`src/rtl/spi_peripheral_if.sv`:
```
// ---------------------------------------------------------------------------
// spi_peripheral_if
// Parallel-side bus of the SPI peripheral: the transmit word handshake and
// the received word / status pulses.
//
// Signals
//   i_tx_data     [WIDTH]  word the user wants to send next
//   i_tx_valid             i_tx_data is valid
//   o_tx_ready             holding register empty, word can be accepted
//   o_rx_data     [WIDTH]  last word received from the controller
//   o_rx_valid             one-cycle pulse, o_rx_data has just been updated
//   o_tx_underrun          one-cycle pulse, a word went out with no data loaded
//
// Handshake: a tx word is transferred on the rising i_clk edge at which
// i_tx_valid and o_tx_ready are both high. While i_tx_valid is high and
// o_tx_ready is low the producer holds i_tx_data stable. The receive side has
// no ready: o_rx_valid fires whether or not anyone consumes it, and an unread
// o_rx_data is simply overwritten by the next word.
//
// Modports
//   slave  : the peripheral side (spi_peripheral)
//   master : the user logic that feeds and drains the peripheral
// ---------------------------------------------------------------------------
interface spi_peripheral_if #(
    parameter int WIDTH = 8
);
    logic [WIDTH-1:0] i_tx_data;
    logic             i_tx_valid;
    logic             o_tx_ready;
    logic [WIDTH-1:0] o_rx_data;
    logic             o_rx_valid;
    logic             o_tx_underrun;

    modport slave (
        input  i_tx_data,
        input  i_tx_valid,
        output o_tx_ready,
        output o_rx_data,
        output o_rx_valid,
        output o_tx_underrun
    );

    modport master (
        output i_tx_data,
        output i_tx_valid,
        input  o_tx_ready,
        input  o_rx_data,
        input  o_rx_valid,
        input  o_tx_underrun
    );
endinterface

```
`src/rtl/spi_peripheral.sv`:
```
// ---------------------------------------------------------------------------
// spi_peripheral
// SPI mode-0 peripheral (target) clocked entirely by the system clock i_clk.
// The SPI pins are oversampled: each passes a 2-flop synchronizer and SCLK /
// CS edges are detected on the synchronized copies, so i_clk must run at
// least 4x the SCLK rate. MOSI is sampled on SCLK rise, MISO changes on SCLK
// fall, MSB first. Several words may be exchanged back to back inside one
// CS-low window.
//
// Parameters
//   WIDTH          frame length in bits, 4..32
//
// Ports
//   i_clk          system clock, rising edge only
//   i_rst          synchronous active-high reset
//   i_sclk         SPI clock from the controller (asynchronous)
//   i_cs_n         SPI chip select, active low (asynchronous)
//   i_mosi         SPI data from the controller (asynchronous)
//   o_miso         SPI data to the controller
//   o_busy         high while a frame is in progress (LOAD / SHIFT)
//   o_dbg_state    current FSM state (WAIT_CS=0, IDLE=1, LOAD=2, SHIFT=3)
//   bus            spi_peripheral_if.slave: tx handshake, rx word, underrun
//
// Build option
//   SPI_PERIPHERAL_MISO_TRISTATE_EN  when defined, o_miso is high-impedance
//                  outside LOAD/SHIFT; otherwise it drives 0 there.
// ---------------------------------------------------------------------------
module spi_peripheral #(
    parameter int WIDTH = 8
) (
    input  logic        i_clk,
    input  logic        i_rst,
    input  logic        i_sclk,
    input  logic        i_cs_n,
    input  logic        i_mosi,
    output wire         o_miso,
    output logic        o_busy,
    output logic [1:0]  o_dbg_state,
    spi_peripheral_if.slave bus
);

    localparam int              CW       = $clog2(WIDTH);
    localparam logic [CW-1:0]   LAST_BIT = CW'(WIDTH - 1);

    typedef enum logic [1:0] {
        S_WAIT_CS = 2'd0,
        S_IDLE    = 2'd1,
        S_LOAD    = 2'd2,
        S_SHIFT   = 2'd3
    } state_t;

    state_t state, state_nxt;

    // -----------------------------------------------------------------------
    // Synchronizers and edge detection
    // -----------------------------------------------------------------------
    // The CS synchronizer resets to "low" on purpose: coming out of reset the
    // peripheral must not believe CS is high until the real pin has been
    // sampled high, so a reset in the middle of a frame keeps it in WAIT_CS.
    logic [1:0] sclk_sync;
    logic [1:0] cs_sync;
    logic [1:0] mosi_sync;
    logic       sclk_d;
    logic       cs_d;

    always_ff @(posedge i_clk) begin
        if (i_rst) begin
            sclk_sync <= 2'b00;
            cs_sync   <= 2'b00;
            mosi_sync <= 2'b00;
            sclk_d    <= 1'b0;
            cs_d      <= 1'b0;
        end else begin
            sclk_sync <= {sclk_sync[0], i_sclk};
            cs_sync   <= {cs_sync[0],   i_cs_n};
            mosi_sync <= {mosi_sync[0], i_mosi};
            sclk_d    <= sclk_sync[1];
            cs_d      <= cs_sync[1];
        end
    end

    logic sclk_s, cs_s, mosi_s;
    logic sclk_rise, sclk_fall, cs_fall;

    assign sclk_s    = sclk_sync[1];
    assign cs_s      = cs_sync[1];
    assign mosi_s    = mosi_sync[1];
    assign sclk_rise =  sclk_s & ~sclk_d;
    assign sclk_fall = ~sclk_s &  sclk_d;
    assign cs_fall   = ~cs_s   &  cs_d;

    // -----------------------------------------------------------------------
    // FSM: state register
    // -----------------------------------------------------------------------
    always_ff @(posedge i_clk) begin
        if (i_rst) begin
            state <= S_WAIT_CS;
        end else begin
            state <= state_nxt;
        end
    end

    // -----------------------------------------------------------------------
    // FSM: next state
    // -----------------------------------------------------------------------
    // SHIFT leaves on CS being high rather than strictly on its edge, so a CS
    // rise that happens to land in the single LOAD cycle still ends the frame.
    always_comb begin
        state_nxt = state;
        case (state)
            S_WAIT_CS: if (cs_s)    state_nxt = S_IDLE;
            S_IDLE:    if (cs_fall) state_nxt = S_LOAD;
            S_LOAD:                 state_nxt = S_SHIFT;
            S_SHIFT:   if (cs_s)    state_nxt = S_IDLE;
            default:                state_nxt = S_WAIT_CS;
        endcase
    end

    // -----------------------------------------------------------------------
    // Datapath control
    // -----------------------------------------------------------------------
    logic             hold_full;
    logic [WIDTH-1:0] hold_data;
    logic [WIDTH-1:0] tx_shift;
    logic [WIDTH-1:0] rx_shift;
    logic [WIDTH-1:0] rx_data;
    logic             rx_valid;
    logic             tx_underrun;
    logic [CW-1:0]    bit_cnt;
    logic             wrapped;     // a full word was received, reload on next fall
    logic             und_pend;    // reloaded word was empty, not yet clocked

    logic in_frame;
    logic shift_active;
    logic bit_rise;
    logic bit_fall;
    logic load_pt;
    logic tx_ready;
    logic tx_hs;

    assign in_frame     = (state == S_LOAD) || (state == S_SHIFT);
    assign shift_active = (state == S_SHIFT) && !cs_s;
    assign bit_rise     = shift_active && sclk_rise;
    assign bit_fall     = shift_active && sclk_fall;
    // Load points: start of frame, and the SCLK fall after each completed word.
    assign load_pt      = (state == S_LOAD) || (bit_fall && wrapped);
    assign tx_ready     = ~hold_full;
    assign tx_hs        = bus.i_tx_valid && tx_ready;

    // -----------------------------------------------------------------------
    // Datapath registers
    // -----------------------------------------------------------------------
    // The fall after the last bit of a frame is indistinguishable from the
    // fall after a mid-frame word, so it also reloads the shifter. An empty
    // reload therefore only raises und_pend; the underrun is reported when the
    // controller actually clocks the first bit of that empty word. An empty
    // load at the start of the frame is reported immediately. A word consumed
    // by any load point is gone, even if CS then rises before it is sent.
    always_ff @(posedge i_clk) begin
        if (i_rst) begin
            hold_full   <= 1'b0;
            hold_data   <= '0;
            tx_shift    <= '0;
            rx_shift    <= '0;
            rx_data     <= '0;
            rx_valid    <= 1'b0;
            tx_underrun <= 1'b0;
            bit_cnt     <= '0;
            wrapped     <= 1'b0;
            und_pend    <= 1'b0;
        end else begin
            rx_valid    <= 1'b0;
            tx_underrun <= 1'b0;

            if (load_pt) begin
                wrapped <= 1'b0;
                if (hold_full) begin
                    tx_shift  <= hold_data;
                    hold_full <= 1'b0;
                end else if (bus.i_tx_valid) begin
                    // Word offered in the same cycle goes straight to the
                    // shifter; the holding register stays empty.
                    tx_shift <= bus.i_tx_data;
                end else begin
                    tx_shift <= '0;
                    if (state == S_LOAD) begin
                        tx_underrun <= 1'b1;
                    end else begin
                        und_pend <= 1'b1;
                    end
                end
            end else begin
                if (tx_hs) begin
                    hold_data <= bus.i_tx_data;
                    hold_full <= 1'b1;
                end
                if (bit_fall) begin
                    tx_shift <= {tx_shift[WIDTH-2:0], 1'b0};
                end
            end

            if (bit_rise) begin
                rx_shift <= {rx_shift[WIDTH-2:0], mosi_s};
                if (und_pend) begin
                    tx_underrun <= 1'b1;
                    und_pend    <= 1'b0;
                end
                if (bit_cnt == LAST_BIT) begin
                    rx_data  <= {rx_shift[WIDTH-2:0], mosi_s};
                    rx_valid <= 1'b1;
                    bit_cnt  <= '0;
                    wrapped  <= 1'b1;
                end else begin
                    bit_cnt <= bit_cnt + CW'(1);
                end
            end

            // Outside a frame, or as CS goes high, drop any partial word.
            if (!in_frame || (state == S_SHIFT && cs_s)) begin
                rx_shift <= '0;
                bit_cnt  <= '0;
                wrapped  <= 1'b0;
                und_pend <= 1'b0;
            end
        end
    end

    // -----------------------------------------------------------------------
    // Outputs
    // -----------------------------------------------------------------------
    assign bus.o_tx_ready    = tx_ready;
    assign bus.o_rx_data     = rx_data;
    assign bus.o_rx_valid    = rx_valid;
    assign bus.o_tx_underrun = tx_underrun;
    assign o_busy            = in_frame;
    assign o_dbg_state       = state;

`ifdef SPI_PERIPHERAL_MISO_TRISTATE_EN
    assign o_miso = in_frame ? tx_shift[WIDTH-1] : 1'bz;
`else
    assign o_miso = in_frame & tx_shift[WIDTH-1];
`endif

endmodule

```
`src/flat_wrapper.sv`:
```
// flat-port wrapper written by rule: the top's interface ports become plain ports
module spi_peripheral_flat 
#(
    parameter int WIDTH = 8
)
  (i_clk, i_rst, i_sclk, i_cs_n, i_mosi, o_miso, o_busy, o_dbg_state, bus_i_tx_data, bus_i_tx_valid, bus_o_tx_ready, bus_o_rx_data, bus_o_rx_valid, bus_o_tx_underrun);
  spi_peripheral_if #(.WIDTH(WIDTH)) bus_i ();
  input  logic i_clk;
  input  logic i_rst;
  input  logic i_sclk;
  input  logic i_cs_n;
  input  logic i_mosi;
  output wire o_miso;
  output logic o_busy;
  output logic [1:0] o_dbg_state;
  input wire logic [$bits(bus_i.i_tx_data)-1:0] bus_i_tx_data;
  input wire logic [$bits(bus_i.i_tx_valid)-1:0] bus_i_tx_valid;
  output wire logic [$bits(bus_i.o_tx_ready)-1:0] bus_o_tx_ready;
  output wire logic [$bits(bus_i.o_rx_data)-1:0] bus_o_rx_data;
  output wire logic [$bits(bus_i.o_rx_valid)-1:0] bus_o_rx_valid;
  output wire logic [$bits(bus_i.o_tx_underrun)-1:0] bus_o_tx_underrun;
  assign bus_i.i_tx_data = bus_i_tx_data;
  assign bus_i.i_tx_valid = bus_i_tx_valid;
  assign bus_o_tx_ready = bus_i.o_tx_ready;
  assign bus_o_rx_data = bus_i.o_rx_data;
  assign bus_o_rx_valid = bus_i.o_rx_valid;
  assign bus_o_tx_underrun = bus_i.o_tx_underrun;
  spi_peripheral #(.WIDTH(WIDTH)) u_core (.i_clk(i_clk), .i_rst(i_rst), .i_sclk(i_sclk), .i_cs_n(i_cs_n), .i_mosi(i_mosi), .o_miso(o_miso), .o_busy(o_busy), .o_dbg_state(o_dbg_state), .bus(bus_i));
endmodule
```
`config.mk`:
```
export PLATFORM = sky130hd
export DESIGN_NAME = spi_peripheral_flat
export DESIGN_NICKNAME = d
export VERILOG_FILES = /design/src/rtl/spi_peripheral_if.sv /design/src/rtl/spi_peripheral.sv /design/src/flat_wrapper.sv
export SDC_FILE = /design/constraint.sdc
export NUM_CORES = 1
export LEC_CHECK = 0
export ABC_AREA = 1
export ABC_CLOCK_PERIOD_IN_PS = 1220
export CAP_MARGIN = 20
export CORE_ASPECT_RATIO = 2
export CORE_MARGIN = 5
export CORE_UTILIZATION = 30
export CTS_CLUSTER_SIZE = 30
export DETAILED_ROUTE_END_ITERATION = 6
export GPL_TIMING_DRIVEN = 1
export MAX_ROUTING_LAYER = met4
export SLEW_MARGIN = 20
export SYNTH_ARGS = -nofsm -noshare
export SYNTH_HDL_FRONTEND = slang
export SYNTH_SLANG_ARGS = --single-unit
```
`constraint.sdc`:
```
create_clock -name i_clk -period 1.22 [get_ports i_clk]
set_input_delay 0.305 -clock i_clk [delete_from_list [all_inputs] [get_ports i_clk]]
set_output_delay 0.305 -clock i_clk [all_outputs]
set_load 0.01 [all_outputs]
```
==> metrics.txt, run 1 <==
Vias=a little over 2,000; Post-Syn Area=2090 um2; nature of the critical path startpoint=flip-flop; largest net degree at the start of global routing=25; hold slack final=roughly 400 ps; clock root cell=clkbuf_16; Final Critical Period=~1500 ps; Die Footprint=8840 um2; CTS sink cnt=49; Commonest cells post-synth=51 x inv_1, 49 x dfxtp_1, 48 x nand2_1; failing checks=negative setup slack; final WL=between 5000 and 6000 um; Placer Congestion=roughly 0.77; post-synth top area cell=dfxtp_1; Global Route Usage Sum=roughly 13%; synthesized net count=just under 300; setup violators final=41; count leader, synth=inv_1; CP required=between 900 and 1000 ps; clock-pin slew on the worst setup and hold paths=60 ps; Leak=roughly 1.4 nW; register area share after synthesis=roughly 47%; worst-path fanout max=3; area grow syn2layout=59.0%; TritonCTS clock tree=yes; utilization after layout=48.3%; hold path startpoint=u_core.mosi_sync[0]; final period utilization=125%; vias in the first global route=1,876; Port-buffer cells=28; WL per Instance=13.0 um; Rel. slew slack=between 70 and 80%; Pre-antenna DRT Iters=4; Pwr Density=between 1500 and 2000 nW/um2; area of the multi-input gates=about 1200 um2; post-place setup slack=-381 ps; drt drc=0; HP Class=reg2reg; status=finished, violations left; Post-DRT Antenna Nets=0; Post-synth EDFFs=0; H-tree Lvls=2; Setup WS post-layout=-310 ps; drt first-iter violations=78; synth unique cells=26; CP max-delay cell=dfxtp_4; clk_lat worst skew=roughly 300 ps; reg2reg start=u_core.o_dbg_state[1]; ys flop type=dfxtp_1; endpoint class of the critical path=output pin; initial antenna violation count=0; fraction of registers with async set/reset=0%; total congestion overflow=0; CP Data Arrival Time=1220 ps; fillers=698; flops & latches, synth=a little under 50; core area=roughly 6900 um2; Via-to-Cell Ratio=~4.6; register area=slightly below 1000 um2; VDD IR-drop max=0.000670 V; final antenna diode count=0; share of cells above drive strength 1=between 30 and 40%; crit path launch=u_core.o_dbg_state[1]; Final Hold Viols=0; Max-cap violations=0; RSZ-0062 raised after global routing=true; max incr delay on CP=approximately 360 ps; final setup TNS=-8880 ps; Die Height=between 100 and 150 um; post-synthesis cell count=approximately 280; CP Buf/Inv Count=2; DIE WIDTH=69.0 um; top-area cell type share of the netlist area=a little under half; Cell Chain, Critical Path=ha_4 > buf_4 > nor2_4 > nor2_2 > buf_2; synth warn=0; clock buffer depth=2; Inserted Clock Buffers=5; number of core rows=43; CP top delay family=flip-flops; I/O pins=29; CTS Hold Bufs=0; max-slew violation count=0; DP HPWL=3540 um; Synth area leaders=dfxtp_1 47%, inv_1 9.2%, nand2_1 8.6%, nand3_1 6.0%, a21oi_1 5.7%; Worst Clk Skew=7.88 ps; first-pass GRT wire length=8690 um; Final Net Count=364; Achievable Freq=between 600 and 700 MHz; CP Class=reg2out; Initial Util=a little under a third; worst slew pin tran=around 370 ps; Synth Area per Inst=roughly 7.5 um2
## final cells by class
class / count / area share, %
inverters: 55 / 6.81
well taps: 90 / 3.39
clock buffers: 6 / 3.88
repair buffers: 69 / 19.8
multi-input cells: 165 / 35.2
clock inverters: 2 / 1.17
flip-flops and latches: 49 / 29.8
## flip-flops by register name, indices dropped and copies added (netlist names)
register	count
u_core.bit_cnt	3
u_core.bus.o_rx_data	8
u_core.bus.o_rx_valid	1
u_core.bus.o_tx_underrun	1
u_core.cs_d	1
u_core.cs_sync	2
u_core.hold_data	8
u_core.hold_full	1
u_core.mosi_sync	2
u_core.o_dbg_state	2
u_core.rx_shift	7
u_core.sclk_d	1
u_core.sclk_sync	2
u_core.tx_shift	8
u_core.und_pend	1
u_core.wrapped	1
## worst register-to-register path, delay by kind of cell, from the launching register on
family / cells / cell delay [ps]
and+or+nand+nor: 4 / 670
DFF: 1 / 380
adders and majority gates: 1 / 140
buffers and inverters: 2 / 130
AOI/OAI and AO/OA: 1 / 130
## where the power goes
group          switching, mW  internal, mW  leakage (nW)
registers              0.134          1.79         0.400
clock network          0.618         0.972        0.0810
logic                  0.765         0.730         0.952
## logic make-up (layout without fill, tap and decap cells)
family | count (synthesis) | after routing | synth area share (%)
buffers and inverters | 65 | 132 | 12.8
adder cells (fa/ha/maj) | 5 | 5 | 2.99
AO/OA/AOI/OAI | 52 | 52 | 13.4
AND/OR/NAND/NOR | 106 | 108 | 24.0
flip-flops | 49 | 49 | 46.9
## per-layer routing
layer | vias up | share of wire (%) | global-route usage [%]
li1 | 1031 | - | -
met1 | 955 | 37 | 12.3
met2 | 34 | 57 | 23.8
met3 | 7 | 2.9 | 2.51
met4 | 0 | 2.7 | 6.56
met5 | - | 0 | -
## path summary, 6_finish.rpt
check                                           end  cells after the start  slack, ps
worst min register to register  u_core.mosi_sync[1]                      2        400
worst min-delay path            u_core.mosi_sync[1]                      2        400
worst max register to register  u_core.hold_data[6]                      8       -270
worst max-delay path                         o_miso                      5       -310
## layout by cell type (no fill, tap or decap), types with 5 or more instances in the layout
| cell | count |
|---|---|
| inv_2 | 5 |
| buf_6 | 14 |
| clkbuf_16 | 6 |
| dfxtp_1 | 46 |
| nand2_1 | 38 |
| a21oi_1 | 6 |
| o21ai_2 | 14 |
| a21oi_2 | 18 |
| clkdlybuf4s50_1 | 13 |
| buf_4 | 25 |
| nand3_2 | 9 |
| inv_1 | 46 |
| nand2_2 | 6 |
| nand2_4 | 8 |
| o22ai_1 | 7 |
| nand3_1 | 16 |
| nor2_1 | 12 |
| nand4_1 | 8 |
## through the flow
step	instances	cell area [um2]	total power, mW
6_report	436	3320	5.01
5_1_grt	436	3320	5.28
4_1_cts	432	3130	4.96
3_5_place_dp	417	2700	3.12
3_3_place_gp	417	2700	3.10
2_1_floorplan	277	2120	2.63
## repair_timing
| item | CTS | global route |
|---|---|---|
| pin swaps | 12 | 21 |
| gates resized for setup | 98 | 58 |
| setup endpoints to repair | 56 | 52 |
| cloned | 2 | 1 |
| setup buffers | 5 | 3 |
(Power assumes the default switching activity.)
==> run 2: changes to the inputs <==
--- a/config.mk
+++ b/config.mk
@@ -13,7 +13,6 @@
 export CORE_UTILIZATION = 30
 export CTS_CLUSTER_SIZE = 30
 export DETAILED_ROUTE_END_ITERATION = 6
-export GPL_TIMING_DRIVEN = 1
 export MAX_ROUTING_LAYER = met4
 export SLEW_MARGIN = 20
 export SYNTH_ARGS = -nofsm -noshare
==> results of run 2 <==
The final DEF is identical to that of run 1; final timing and power are the same.
